[config.mk]
export PLATFORM = sky130hd
export DESIGN_NAME = logic_unit_arbiter
export DESIGN_NICKNAME = d
export VERILOG_FILES = /design/src/rtl/logic_arb_pkg.sv /design/src/rtl/logic_op_unit.sv /design/src/rtl/logic_unit_arbiter.sv
export SDC_FILE = /design/constraint.sdc
export NUM_CORES = 1
export LEC_CHECK = 0
export BUFFER_PORTS_ARGS = -buffer_cell sky130_fd_sc_hd__buf_2
export CAP_MARGIN = 20
export CORE_MARGIN = 3
export CORE_UTILIZATION = 57
export CTS_CLUSTER_SIZE = 40
export DETAILED_ROUTE_END_ITERATION = 16
export PLACE_DENSITY = 0.92
export SLEW_MARGIN = 25
export SYNTH_ARGS = -nofsm -noshare
export SYNTH_HDL_FRONTEND = slang
export SYNTH_SLANG_ARGS = --single-unit
[constraint.sdc]
create_clock -name clk -period 6.02 [get_ports clk]
set_input_delay 0.301 -clock clk [delete_from_list [all_inputs] [get_ports clk]]
set_output_delay 0.301 -clock clk [all_outputs]
set_load 0.01 [all_outputs]
[src/rtl/logic_arb_pkg.sv]
// Shared definitions for the two-requester logic-unit arbiter:
// op encodings, FSM state type and counter width.
package logic_arb_pkg;

    localparam logic [2:0] OP_AND  = 3'd0;
    localparam logic [2:0] OP_OR   = 3'd1;
    localparam logic [2:0] OP_NOTA = 3'd2;
    localparam logic [2:0] OP_NAND = 3'd3;
    localparam logic [2:0] OP_NOR  = 3'd4;
    localparam logic [2:0] OP_XOR  = 3'd5;
    localparam logic [2:0] OP_XNOR = 3'd6;
    localparam logic [2:0] OP_RSVD = 3'd7;

    localparam int CNT_W = 16;

    // IDLE: output register empty. HOLD: output register holds a result.
    typedef enum logic {
        ST_IDLE = 1'b0,
        ST_HOLD = 1'b1
    } arb_state_e;

endpackage

[src/rtl/logic_op_unit.sv]
// Combinational bitwise logic unit. Reserved op yields zero with err set.
module logic_op_unit
    import logic_arb_pkg::*;
#(
    parameter int WIDTH = 8
) (
    input  logic [2:0]       op,
    input  logic [WIDTH-1:0] a,
    input  logic [WIDTH-1:0] b,
    output logic [WIDTH-1:0] y,
    output logic             err
);

    // Evaluate the selected bitwise operation.
    always_comb begin
        y   = '0;
        err = 1'b0;
        case (op)
            OP_AND:  y = a & b;
            OP_OR:   y = a | b;
            OP_NOTA: y = ~a;
            OP_NAND: y = ~(a & b);
            OP_NOR:  y = ~(a | b);
            OP_XOR:  y = a ^ b;
            OP_XNOR: y = ~(a ^ b);
            default: begin
                y   = '0;
                err = 1'b1;
            end
        endcase
    end

endmodule

[src/rtl/logic_unit_arbiter.sv]
// Two-requester round-robin arbiter in front of a registered logic unit.
// Handshake: a transfer happens in a cycle where valid and ready are both
// high on the same side; valid must not depend on ready, and ready depends
// only on the valids, FSM state, res_ready and the last-grant pointer.
// Optional per-requester grant counters are built when LOGIC_ARB_STATS_EN
// is defined. dbg_state_o exposes the FSM state (0 IDLE, 1 HOLD).
module logic_unit_arbiter
    import logic_arb_pkg::*;
#(
    parameter int WIDTH = 8
) (
    input  logic             clk,
    input  logic             rst_n,
    input  logic             req0_valid,
    output logic             req0_ready,
    input  logic [2:0]       req0_op,
    input  logic [WIDTH-1:0] req0_a,
    input  logic [WIDTH-1:0] req0_b,
    input  logic             req1_valid,
    output logic             req1_ready,
    input  logic [2:0]       req1_op,
    input  logic [WIDTH-1:0] req1_a,
    input  logic [WIDTH-1:0] req1_b,
    output logic             res_valid,
    input  logic             res_ready,
    output logic [WIDTH-1:0] res_data,
    output logic             res_id,
    output logic             res_err,
`ifdef LOGIC_ARB_STATS_EN
    output logic [15:0]      grant_cnt0,
    output logic [15:0]      grant_cnt1,
`endif
    output logic             dbg_state_o
);

    arb_state_e       state_q, state_d;
    logic             last_grant_q, last_grant_d;
    logic [WIDTH-1:0] data_q, data_d;
    logic             id_q, id_d;
    logic             err_q, err_d;

    logic             gnt_idx;
    logic             slot_free;
    logic             xfer;
    logic [2:0]       sel_op;
    logic [WIDTH-1:0] sel_a, sel_b;
    logic [WIDTH-1:0] op_y;
    logic             op_err;

    // Pick the requester to serve: the only valid one, or the one not
    // granted last when both are valid.
    always_comb begin
        gnt_idx = 1'b0;
        if (req0_valid && req1_valid) begin
            gnt_idx = ~last_grant_q;
        end else if (req1_valid) begin
            gnt_idx = 1'b1;
        end
    end

    // Slot is free when empty or being drained this cycle; no ready in reset.
    assign slot_free  = rst_n && ((state_q == ST_IDLE) || res_ready);
    assign req0_ready = slot_free && req0_valid && !gnt_idx;
    assign req1_ready = slot_free && req1_valid &&  gnt_idx;
    assign xfer       = (req0_valid && req0_ready) || (req1_valid && req1_ready);

    assign sel_op = gnt_idx ? req1_op : req0_op;
    assign sel_a  = gnt_idx ? req1_a  : req0_a;
    assign sel_b  = gnt_idx ? req1_b  : req0_b;

    logic_op_unit #(.WIDTH(WIDTH)) u_op (
        .op  (sel_op),
        .a   (sel_a),
        .b   (sel_b),
        .y   (op_y),
        .err (op_err)
    );

    // Next-state and output-register load: a transfer always lands in HOLD,
    // a drain without transfer returns to IDLE, a stall holds everything.
    always_comb begin
        state_d      = state_q;
        last_grant_d = last_grant_q;
        data_d       = data_q;
        id_d         = id_q;
        err_d        = err_q;
        if (xfer) begin
            state_d      = ST_HOLD;
            last_grant_d = gnt_idx;
            data_d       = op_y;
            id_d         = gnt_idx;
            err_d        = op_err;
        end else if (state_q == ST_HOLD && res_ready) begin
            state_d = ST_IDLE;
        end
    end

    // State and result registers; last_grant resets to 1 so req0 wins first.
    always_ff @(posedge clk or negedge rst_n) begin
        if (!rst_n) begin
            state_q      <= ST_IDLE;
            last_grant_q <= 1'b1;
            data_q       <= '0;
            id_q         <= 1'b0;
            err_q        <= 1'b0;
        end else begin
            state_q      <= state_d;
            last_grant_q <= last_grant_d;
            data_q       <= data_d;
            id_q         <= id_d;
            err_q        <= err_d;
        end
    end

    assign res_valid   = (state_q == ST_HOLD);
    assign res_data    = data_q;
    assign res_id      = id_q;
    assign res_err     = err_q;
    assign dbg_state_o = state_q;

`ifdef LOGIC_ARB_STATS_EN
    logic [CNT_W-1:0] cnt0_q, cnt1_q;

    // Saturating per-requester transfer counters.
    always_ff @(posedge clk or negedge rst_n) begin
        if (!rst_n) begin
            cnt0_q <= '0;
            cnt1_q <= '0;
        end else begin
            if (req0_valid && req0_ready && cnt0_q != 16'hFFFF) begin
                cnt0_q <= cnt0_q + 16'd1;
            end
            if (req1_valid && req1_ready && cnt1_q != 16'hFFFF) begin
                cnt1_q <= cnt1_q + 16'd1;
            end
        end
    end

    assign grant_cnt0 = cnt0_q;
    assign grant_cnt1 = cnt1_q;
`endif

endmodule

### After elaboration in Yosys (flattened, before gate mapping)

Index checks and enable logic that the tools add are counted.

| storage, ports and cells | value |
|---|---|
| flip-flop bits (word level) | 12 |

| operators by class | value |
|---|---|
| equal/unequal tests | 6 |
| multiplexer cells | 9 |
| bitwise logic cells | 9 |
| reduce and logical (&&, ||, !) cells | 15 |

Operator list:

| cell | count |
|---|---|
| $pmux W8 S7 | 1 |
| $not A8 Y8 | 4 |
| $mux W8 | 2 |
| $eq A3 B3 Y1 const B | 3 |
| $logic_and A1 B1 Y1 | 9 |
| $and A8 B8 Y8 | 1 |
| $or A8 B8 Y8 | 1 |
| $xor A8 B8 Y8 | 1 |
| $reduce_or A7 Y1 | 1 |
| $eq A3 B2 Y1 const B | 2 |
| $mux W1 | 5 |
| $eq A3 B1 Y1 const B | 1 |
| $logic_not A3 Y1 | 1 |
| $mux W3 | 1 |
| $logic_or A1 B1 Y1 | 2 |
| $not A1 Y1 | 2 |
| $reduce_bool A2 Y1 | 1 |
| $logic_not A1 Y1 | 1 |

### Depth between registers and ports, before layout

Gate-level depths: netlist of the first run.

| depth | value |
|---|---|
| word-level depth | 8 |
| mapped depth | 12 |
| depth with buffers taken out | 9 |

### Cells and area by module

A second synthesis of the first run with hierarchy kept.

| second synthesis, totals | value |
|---|---|
| cell total of the unflattened synthesis | 165 |
| area total of the unflattened synthesis | 1,531.5 um2 |

By module, submodules not included:

| module | area an instance (um2) | cells each | times used |
|---|---|---|---|
| logic_op_unit | 800.8 | 112 | 1 |
| logic_unit_arbiter | 730.7 | 53 | 1 |

### Least setup slack after synthesis of the first run

OpenSTA, ideal clock, no wires.

| timing path | value |
|---|---|
| path kind | register to register |
| start | register last_grant_q |
| end | register data_q[3], in the netlist res_data[3] |
| setup time | 0.066 ns |
| path buffers | 3 |
| cell stages (with the launch flop) | 13 |
| arrival time | 2.492 ns |
| slack | 3.462 ns |
| required time | 5.954 ns |
| period minus slack after synthesis | 2.558 ns |
| cells stage by stage | dfstp_2 -> a21bo_2 -> buf_6 -> buf_2 -> buf_2 -> nand2_1 -> nand2_1 -> inv_1 -> ha_1 -> nor4_1 -> o21ai_0 -> a221oi_1 -> a221o_1 |

| on the way | value |
|---|---|
| longest elaborated chain between the ends | 6 |
| elaborated cells on any way between the ends | 26 |
| those cells by class | 6 x eq/ne; 5 x mux; 8 x bitwise; 7 x reduce/logical |

Ends and longest elaborated chain:

| item | RTL line | source |
|---|---|---|
| from (decl) | logic_unit_arbiter.sv:37 | `logic last_grant_q, last_grant_d;` |
| from (signal assigned) | logic_unit_arbiter.sv:108 | `last_grant_q <= last_grant_d;` |
| $not A1 Y1 (*) | logic_unit_arbiter.sv:55 | `gnt_idx = ~last_grant_q;` |
| $mux W1 (*) | logic_unit_arbiter.sv:54 | `if (req0_valid && req1_valid) begin` |
| $mux W8, or another cell as far along | logic_unit_arbiter.sv:68 | `assign sel_a = gnt_idx ? req1_a : req0_a;` |
| $xor A8 B8 Y8, or another cell as far along | logic_op_unit.sv:24, logic_op_unit.sv:25 |  |
| $not A8 Y8, or another cell as far along | logic_op_unit.sv:25 | `OP_XNOR: y = ~(a ^ b);` |
| $pmux W8 S7 or $logic_or A1 B1 Y1 (tied branches) | logic_op_unit.sv:18, logic_unit_arbiter.sv:65 |  |
| to (signal assigned) | logic_unit_arbiter.sv:109 | `data_q <= data_d;` |
| to (decl) | logic_unit_arbiter.sv:38 | `logic [WIDTH-1:0] data_q, data_d;` |

Every way passes the cells marked *; elsewhere a longest branch is shown, timed or not.
A chain may end at the register's enable or synchronous reset.

### Worst setup path in the final report of the first run

| timing path | value |
|---|---|
| start | register last_grant_q |
| end | register data_q[1], in the netlist res_data[1] |

The elaborated chain is that of the path after synthesis.

==> results of run 1 <==
==> layout make-up <==
class                      count  area share, %
multi-input combinational    196           65.0
sequential                    12           13.6
timing repair buffer          58           13.5
inverter                      25           4.24
tap                           44           2.49
clock buffer                   4           1.19
==> per-stage QoR <==
| step | area (µm²) | std cells | hold WS (ns) |
|---|---|---|---|
| 6_report | 2210 | 339 | 0.311 |
| 5_1_grt | 2210 | 339 | 0.322 |
| 4_1_cts | 2210 | 339 | 0.318 |
| 3_5_place_dp | 2180 | 334 | 0.219 |
| 3_3_place_gp | 2180 | 334 | 0.213 |
| 2_1_floorplan | 1920 | 247 | 0.00541 |
==> where the power goes <==
| part | leakage (nW) | internal [mW] | switching [mW] |
|---|---|---|---|
| clock | 0.0150 | 0.0257 | 0.0305 |
| combinational | 0.962 | 0.107 | 0.143 |
| sequential | 0.148 | 0.102 | 0.0154 |
| total | 1.13 | 0.234 | 0.189 |
==> state kept, by name, indices dropped and copies added, names as in the netlist <==
signal	count
res_data	8
last_grant_q	1
res_err	1
res_id	1
dbg_state_o	1
==> cell families after synthesis <==
family | after synthesis | synth area share, %
and+or+nand+nor | 79 | 19.7
buffers and inverters | 39 | 9.20
adders and majority gates | 16 | 10.4
AOI/OAI and AO/OA | 75 | 28.9
muxes | 26 | 16.0
DFF | 12 | 15.7
==> path summary, 6_finish.rpt <==
| kind | cells after the start | from | end | slack (ns) |
|---|---|---|---|---|
| worst min register to register | 1 | res_id$_DFFE_PN0P_ | res_id$_DFFE_PN0P_ | 0.47 |
| max in group asynchronous | 2 | rst_n | last_grant_q$_DFFE_PN1P_ | 5.26 |
| worst max-delay path | 5 | last_grant_q$_DFFE_PN1P_ | res_data[1]$_DFFE_PN0P_ | 3.03 |
| min in group asynchronous | 2 | rst_n | res_err$_DFFE_PN0P_ | 0.46 |
| worst max register to register | 5 | last_grant_q$_DFFE_PN1P_ | res_data[1]$_DFFE_PN0P_ | 3.03 |
| worst min-delay path | 3 | req1_valid | last_grant_q$_DFFE_PN1P_ | 0.31 |
==> cells in the mapped netlist (2+ instances only) <==
| library cell | instances |
|---|---|
| nand2_1 | 34 |
| inv_1 | 25 |
| a21oi_1 | 21 |
| mux2i_1 | 20 |
| ha_1 | 16 |
| a221oi_1 | 13 |
| dfrtp_1 | 11 |
| o21ai_0 | 9 |
| nor2_1 | 8 |
| nand3_1 | 7 |
| buf_2 | 6 |
| nor3_1 | 6 |
| a21o_1 | 5 |
| and2_1 | 5 |
| nor2b_1 | 5 |
| buf_4 | 4 |
| nand2b_1 | 4 |
| o211ai_1 | 4 |
| a211oi_1 | 3 |
| a221o_1 | 3 |
| clkbuf_1 | 3 |
| nor4_1 | 3 |
| o221ai_1 | 3 |
| a2111o_1 | 2 |
| a211o_1 | 2 |
| and3_1 | 2 |
| mux2i_2 | 2 |
| mux2i_4 | 2 |
| nand4_1 | 2 |
| o211ai_2 | 2 |
==> worst max-delay path, delay by kind of cell, from the launching register on <==
family / cells / cell delay [ns]
muxes: 1 / 0.91
DFF: 1 / 0.59
AOI/OAI and AO/OA: 4 / 1.35
==> routing by layer <==
layer | wire [µm] | share of wire, % | vias to the layer above | track usage (%)
li1 | - | - | 1010 | -
met4 | 155 | 2.9 | 0 | 11.1
met5 | 0 | 0 | - | 0
met3 | 535 | 9.9 | 20 | 3.87
met1 | 2130 | 39 | 920 | 33.6
met2 | 2610 | 48 | 152 | 44.3
==> timing repair <==
action | 4_1_cts | 5_1_grt
hold endpoints to repair | 11 | 0
setup buffers | 0 | 0
setup endpoints to repair | 0 | 0
hold buffers | 1 | 0
==> results.toml, run 1 <==
[critical_path]
critical_path_required_ns = 6.17
worstPathArrival_ns = 3.14
startpoint_type = "flip-flop"
critPathCaptureType = "flip-flop"
crit_path_cell_trace = "a21bo_2 > mux2i_1 > a221oi_1 > o21ai_0 > o211ai_2"
crit_type = "flip-flop to flip-flop"
crit_fanout = 29
cp_slowest_cell = "mux2i_1"
slowest_delay_ns = 0.91

[routing]
drc = 0
first_iter_violations = 135
vias = 2102
wl_per_cell_um = 16.0
drt_pre_antenna_iters = 7
ant_nets = 0
via_per_inst = 6.20
wl_um = 5430

[sta]
finalWorstSetupSlack_ns = 3.03
final.setup.tns_ns = 0
drv_slew = 0
skew_ns = 0.00293
setup_viol = 0
fin_crit_sh_pct = 49.6
fmax_mhz = 335
rsz0062_at_grt = "false"
finalHoldViolations = 0
slew_headroom_pct = 31.5
worst_pin_slew_ns = 0.999
min_period_ns = 2.99

[floorplanning]
die_width_um = 64.0
initial_utilization_pct = 61.3
core_area_um2 = 3130
core.rowCount = 20
die-area_um2 = 4090
io_pins = 57
die_h_um = 64.0

[placement]
place_ws_ns = 3.14
post-dp-hpwl_um = 3920
numPortBuffers = 56
place_congestion = 1.02

[layout]
register_area_um2 = 302
area_growth_pct = 15.5
utilization_pct = 70.8
multi_input_area_um2 = 1440
nFillCells = 276
drive_above_1_share_pct = 24.7
layout.nets = 355
most-common-layout-cells = "buf_2, nand2_1, inv_1"
layout_commonest_cell = "buf_2"
diodes = 0

[pwr]
total_leakage_power_nw = 1.13
p_total_uw = 423
power.density_nw_per_um2 = 191
vdd_ir_drop_max_mv = 0.0935

[synth]
ys_seq_elements = 12
synth-edff-count = 0
avgSynthCellArea_um2 = 7.76
synthesis.area_um2 = 1920
synth_cell_type_count = 45
synth_cells = 247
yosysSeqAreaShare_pct = 15.7
synth_nets = 306
synth_top_cell_by_area = "dfrtp_1"
synth_top_area_share_pct = 14.4
yosys_warnings = 0
ys.flop_type = "dfrtp_1"
async_flop_share_pct = 100
synth.area.top_cells = "dfrtp_1, ha_1, mux2i_1, nand2_1, a221oi_1"

[grt]
grt_usage_pct = 26.4
antenna_found_initial = 0
grt_pass1_wl_um = 8690
grt_max_degree = 35
grt-ovfl-total = 0
grt_pass1_vias = 1934

[clock_tree]
clk_pin_slew_ns = 0.08
cts.sinks = 12
h-tree-depth = 1
cts_root_buffer = "clkbuf_4"
cts_buffer_depth = 2
cts_resized = 0
cts_tree = "yes"
numCtsBuffers = 3
clk_latency_ns = 0.28

[flow_run]
drv_cap = 0

[min_path]
hp-class = "input port to flip-flop"

[status]
status = "complete, no violations"
Note: power is estimated with default switching activity, not from simulation.
==> run 2, diff against run 1 <==
ABC_AREA = 1   (was default)
CORE_UTILIZATION = 46   (was 57)
PLACE_DENSITY = 0.82   (was 0.92)
clock period = 2.6 ns   (was 6.02 ns; I/O delays follow)
==> run 2 against run 1 <==
- largest power group unchanged
- global-route usage decreased by 5.6 points
- combinational power increased by 120%
- synthesized area decreased by 9.7%
- highest routed layer unchanged
==> results.toml, run 2 <==
[status]
status = "complete, no violations"

[synth]
synth_cells = 290
synth.area.top_cells = "nand2_1, dfrtp_1, nand4_1, ha_1, inv_1"
ys_seq_elements = 12
synth_nets = 349
async_flop_share_pct = 100
yosysSeqAreaShare_pct = 17.4
synthTopCellsByCount = "nand2_1, inv_1, nand4_1"
synth_cell_type_count = 21
synth-edff-count = 0
avgSynthCellArea_um2 = 5.97
synthesis.area_um2 = 1730
ys.flop_type = "dfrtp_1"
synth.most_common_cell = "nand2_1"
synth_top_cell_by_area = "nand2_1"
yosys_warnings = 0
synth_top_area_share_pct = 19.1

[floorplanning]
die-area_um2 = 4530
core_area_um2 = 3470
io_pins = 57
initial_utilization_pct = 49.9
die_h_um = 67.3
die_width_um = 67.3
core.rowCount = 21

[clock_tree]
clk_latency_ns = 0.24
cts_root_buffer = "clkbuf_8"
cts_tree = "yes"
numCtsBuffers = 3
cts_buffer_depth = 2
clk_pin_slew_ns = 0.05
cts_resized = 0
cts.sinks = 12
h-tree-depth = 1

[min_path]
whs_endpoint = "dbg_state_o$_DFFE_PN0P_"
hold_depth = 2
hp-class = "input port to flip-flop"
hp-start = "res_ready"

[routing]
drc = 0
wl_per_cell_um = 11.8
wl_um = 4590
via_per_inst = 5.06
ant_nets = 0
first_iter_violations = 151
drt_pre_antenna_iters = 4
vias = 1968

[layout]
diodes = 0
layout_commonest_cell = "nand2_1"
utilization_pct = 59.6
layout.nets = 403
area_growth_pct = 19.5
most-common-layout-cells = "nand2_1, buf_2, inv_1"
largest_reg_flops = 8
drive_above_1_share_pct = 25.4

[critical_path]
crit_fanout = 32
critPathCaptureType = "flip-flop"
r2r-end = "res_data[4]$_DFFE_PN0P_"
worstRegToRegCells = 12
r2r_start = "last_grant_q$_DFFE_PN1P_"
worstPathArrival_ns = 2.39
critical_path_required_ns = 2.77
crit_type = "flip-flop to flip-flop"
startpoint_type = "flip-flop"
r2r_slack_ns = 0.38

[grt]
grt_pass1_vias = 1796
antenna_found_initial = 0
grt_max_degree = 33
grt_pass1_wl_um = 7450
use_met1_pct = 25.6
busiest_layer = "met2"
gr-usage-met3_pct = 2.66
grt-ovfl-total = 0
use_met2_pct = 37.3
grt_usage_pct = 20.8

[sta]
skew_ns = 0.00799
slew_headroom_pct = 76.2
final.setup.tns_ns = 0
min_period_ns = 2.22
fin_hold_ws_ns = 0.0915
finalHoldViolations = 0
setup_viol = 0
rsz0062_at_grt = "false"
fin_crit_sh_pct = 85.4
worst_pin_slew_ns = 0.353
drv_slew = 0
fmax_mhz = 450

[placement]
numPortBuffers = 56
post-dp-hpwl_um = 3470
place_congestion = 0.822

[pwr]
vdd_ir_drop_max_mv = 0.282
total_leakage_power_nw = 1.31
power.density_nw_per_um2 = 480
p_total_uw = 992

[flow_run]
drv_cap = 0
==> run 2: per-layer routing <==
metal / part of all wire [%] / wire (µm)
met2: 51 / 2330
met1: 42 / 1920
met4: 1.3 / 60
met3: 6.0 / 273
met5: 0 / 0
==> run 2: layout make-up <==
type                       count  area, µm²
inverter                      51        191
clock buffer                   4       45.0
sequential                    12        302
tap                           46       57.6
multi-input combinational    214       1140
timing repair buffer          62        328
fill                         359       1400
==> run 2: worst max path at each step <==
| stage | start | endpoint | slack [ns] | depth (start not counted) |
|---|---|---|---|---|
| 3_3_place_gp | last_grant_q$_DFFE_PN1P_ | res_data[4]$_DFFE_PN0P_ | 0.47 | 12 |
| 3_5_place_dp | last_grant_q$_DFFE_PN1P_ | res_data[5]$_DFFE_PN0P_ | 0.38 | 14 |
| 4_1_cts | last_grant_q$_DFFE_PN1P_ | res_data[5]$_DFFE_PN0P_ | 0.38 | 14 |
| 6_report | last_grant_q$_DFFE_PN1P_ | res_data[4]$_DFFE_PN0P_ | 0.38 | 12 |
| 5_1_grt | last_grant_q$_DFFE_PN1P_ | res_data[1]$_DFFE_PN0P_ | 0.17 | 14 |
| 2_1_floorplan | last_grant_q$_DFFE_PN1P_ | res_data[1]$_DFFE_PN0P_ | 0.45 | 15 |
==> run 2: cell families (layout without fill, tap and decap cells) <==
group                    after synthesis  count (layout)  synth area share (%)
adder cells (fa/ha/maj)               16              16                  11.6
buffers and inverters                 64             117                  16.4
AO/OA/AOI/OAI                         20              20                  5.78
flip-flops                            12              12                  17.4
AND/OR/NAND/NOR                      178             178                  48.8
==> run 2: worst max-delay path, stage by stage (launching register included) <==
cell and delay, ns:
dfstp_2 0.53, nand2_2 0.11, nand2_2 0.08, buf_4 0.32, nand2_1 0.12, nand2_2 0.22
buf_4 0.25, nand3_1 0.15, nor2_1 0.13, nor2_1 0.06, nand2_1 0.08, nand2_1 0.05
nand2_1 0.06
==> run 2: stage by stage <==
| stage | instance area, µm² | worst slack (ns) | cells |
|---|---|---|---|
| 2_1_floorplan | 1730 | 0.454 | 290 |
| 3_3_place_gp | 2010 | 0.473 | 384 |
| 3_5_place_dp | 2010 | 0.380 | 384 |
| 4_1_cts | 2070 | 0.381 | 389 |
| 5_1_grt | 2070 | 0.169 | 389 |
| 6_report | 2070 | 0.380 | 389 |
==> run 2: what timing repair did <==
action | in CTS | in global routing
endpoints found under the hold margin | 11 | 0
hold buffers | 1 | 0
setup buffers | 0 | 0
==> run 2: report_power, final <==
| group | internal (mW) | switching, mW |
|---|---|---|
| Clock | 0.108 | 0.0685 |
| Combinational | 0.200 | 0.341 |
| Sequential | 0.243 | 0.0318 |
| Total | 0.550 | 0.442 |
==> run 3, diff against run 2 <==
RECOVER_POWER = 25   (was default)
SYNTH_HIERARCHICAL = 1   (was default)
==> run 3 against run 2 <==
- utilization shrank 1.6 points
- hold slack gained 0.11 ns
- synthesized cell count shrank 1.4%
- die area shrank 4.0%
- via count shrank 8.6%
- critical path type unchanged
- sequential power is essentially flat
- highest routed layer unchanged
- critical endpoint unchanged
- fmax shrank 5.4%
- cell count shrank 1.5%
- routed wire length shrank 16%
- clock power shrank 31%
==> results.toml, run 3 <==
[status]
status = "complete, no violations"

[synth]
avgSynthCellArea_um2 = 5.79
yosys_warnings = 6
synth_cells = 286
synthesis.area_um2 = 1660
synth_cell_type_count = 21
synthTopCellsByCount = "nand2_1, inv_1, nand3_1"
synth_nets = 345
yosysSeqAreaShare_pct = 18.2
synth-edff-count = 0
synth.area.top_cells = "nand2_1, dfrtp_1, ha_1, nand3_1, inv_1"
ys_seq_elements = 12
synth_top_area_share_pct = 29.0
ys.flop_type = "dfrtp_1"
synth.most_common_cell = "nand2_1"
synth_top_cell_by_area = "nand2_1"
async_flop_share_pct = 100

[grt]
grt_usage_pct = 18.4
busiest_layer = "met2"
grt_pass1_vias = 1540
grt-ovfl-total = 0
gr-usage-met3_pct = 1.87
use_met2_pct = 32.0
grt_max_degree = 22
grt_pass1_wl_um = 6540
use_met1_pct = 24.4
antenna_found_initial = 0

[routing]
first_iter_violations = 91
drt_pre_antenna_iters = 4
wl_per_cell_um = 10.0
via_per_inst = 4.70
drc = 0
vias = 1799
ant_nets = 0
wl_um = 3830

[sta]
rsz0062_at_grt = "false"
fmax_mhz = 426
drv_slew = 0
slew_headroom_pct = 60.2
min_period_ns = 2.35
finalHoldViolations = 0
worst_pin_slew_ns = 0.596
final.setup.tns_ns = 0
setup_viol = 0
fin_crit_sh_pct = 90.2
skew_ns = 0.00654

[floorplanning]
initial_utilization_pct = 48.8
die_width_um = 66.0
die_h_um = 66.0
core_area_um2 = 3390
io_pins = 57
core.rowCount = 21
die-area_um2 = 4350

[layout]
layout.nets = 397
largest_reg_flops = 8
most-common-layout-cells = "nand2_1, buf_2, inv_1"
nFillCells = 345
drive_above_1_share_pct = 23.1
layout_commonest_cell = "nand2_1"
diodes = 0
area_growth_pct = 18.7
fin_cells = 383
utilization_pct = 58.0

[clock_tree]
cts.sinks = 12
cts_buffer_depth = 2
h-tree-depth = 1
cts_resized = 0
numCtsBuffers = 3
clk_pin_slew_ns = 0.07
cts_setup_buffers = 0
cts_root_buffer = "clkbuf_4"
clk_latency_ns = 0.28
hold_buffers = 1
cts_tree = "yes"

[placement]
numPortBuffers = 56
place_congestion = 0.850
dpl.cell_count = 378
post-dp-hpwl_um = 3040

[critical_path]
crit_type = "flip-flop to flip-flop"
cp_slowest_cell = "dfstp_2"
r2r_slack_ns = 0.25
critPathCaptureType = "flip-flop"
critical_path_required_ns = 2.76
slowest_delay_ns = 0.53
crit_top_cell = "nand2_1"
crit_path_cell_trace = "nand2_1 > nand2_4 > inv_2 > nand2_1 > nand2_1 > nand3_1 > nand2_1 > a21oi_1 > nand2_1 > nand2_1 > nand2_1"
startpoint_type = "flip-flop"
crit_fanout = 21
worstPathArrival_ns = 2.50

[min_path]
hp-class = "input port to flip-flop"

[flow_run]
drv_cap = 0

[pwr]
power.density_nw_per_um2 = 473
total_leakage_power_nw = 1.30
vdd_ir_drop_max_mv = 0.166
## run 3: cell types whose count changed in the layout (fill, tap and decap cells not counted), sizes merged, moves of 7 or more
cell / delta
inv: -11
or2: -7
o21ai: -18
nand4: -31
nand2: +31
nand3: +30
## run 3: kinds of logic after synthesis
kind of cell,count (synthesis),synth area share [%]
compound gates,8,3.48
simple gates,197,51.9
flops,12,18.2
buf+inv,53,14.3
fa+ha+maj,16,12.1
## run 3: layout make-up
| class | count | area (µm²) | area share, % |
|---|---|---|---|
| Sequential cell | 12 | 302 | 15.3 |
| Multi-Input combinational cell | 221 | 1120 | 56.8 |
| Clock buffer | 4 | 26.3 | 1.34 |
| Inverter | 40 | 150 | 7.64 |
| Tap cell | 46 | 57.6 | 2.93 |
| Timing Repair Buffer | 60 | 313 | 15.9 |
## run 3: power by group
| part | switching, mW | leakage (nW) | total [mW] | internal, mW |
|---|---|---|---|---|
| Combinational | 0.327 | 1.13 | 0.536 | 0.209 |
| Sequential | 0.0307 | 0.148 | 0.273 | 0.242 |
| Clock | 0.0624 | 0.0150 | 0.122 | 0.0595 |
## run 3: worst paths after layout
| kind | endpoint | cells after the start | from |
|---|---|---|---|
| max in group asynchronous | last_grant_q$_DFFE_PN1P_ | 2 | rst_n |
| worst min register to register | last_grant_q$_DFFE_PN1P_ | 2 | last_grant_q$_DFFE_PN1P_ |
| worst min-delay path | dbg_state_o$_DFFE_PN0P_ | 4 | res_ready |
| min in group asynchronous | res_data[0]$_DFFE_PN0P_ | 2 | rst_n |
| worst max register to register | res_data[4]$_DFFE_PN0P_ | 11 | last_grant_q$_DFFE_PN1P_ |
| worst max-delay path | res_data[4]$_DFFE_PN0P_ | 11 | last_grant_q$_DFFE_PN1P_ |
## run 3: metrics by stage
stage                     power (mW)  setup WS (ns)  hold WS, ns  instance area (µm²)
after floorplan                0.665          0.726       -0.166                 1660
after global placement         0.804          0.340       0.0318                 1930
after detailed placement       0.812          0.300       0.0359                 1930
after CTS                      0.934          0.277        0.190                 1970
after global routing            1.03         0.0392        0.261                 1970
final                          0.930          0.254        0.198                 1970
## run 3: per-layer routing
layer / routed length [µm] / vias up
met1: 1830 / 759
met2: 1690 / 65
met3: 293 / 2
met5: 0 / -
li1: - / 973
met4: 24 / 0
## run 3: critical path, delay by kind of cell (launching register included)
| family | cells | cell delay, ns |
|---|---|---|
| buffers and inverters | 1 | 0.23 |
| DFF | 1 | 0.53 |
| and+or+nand+nor | 9 | 1.31 |
| AOI/OAI and AO/OA | 1 | 0.17 |
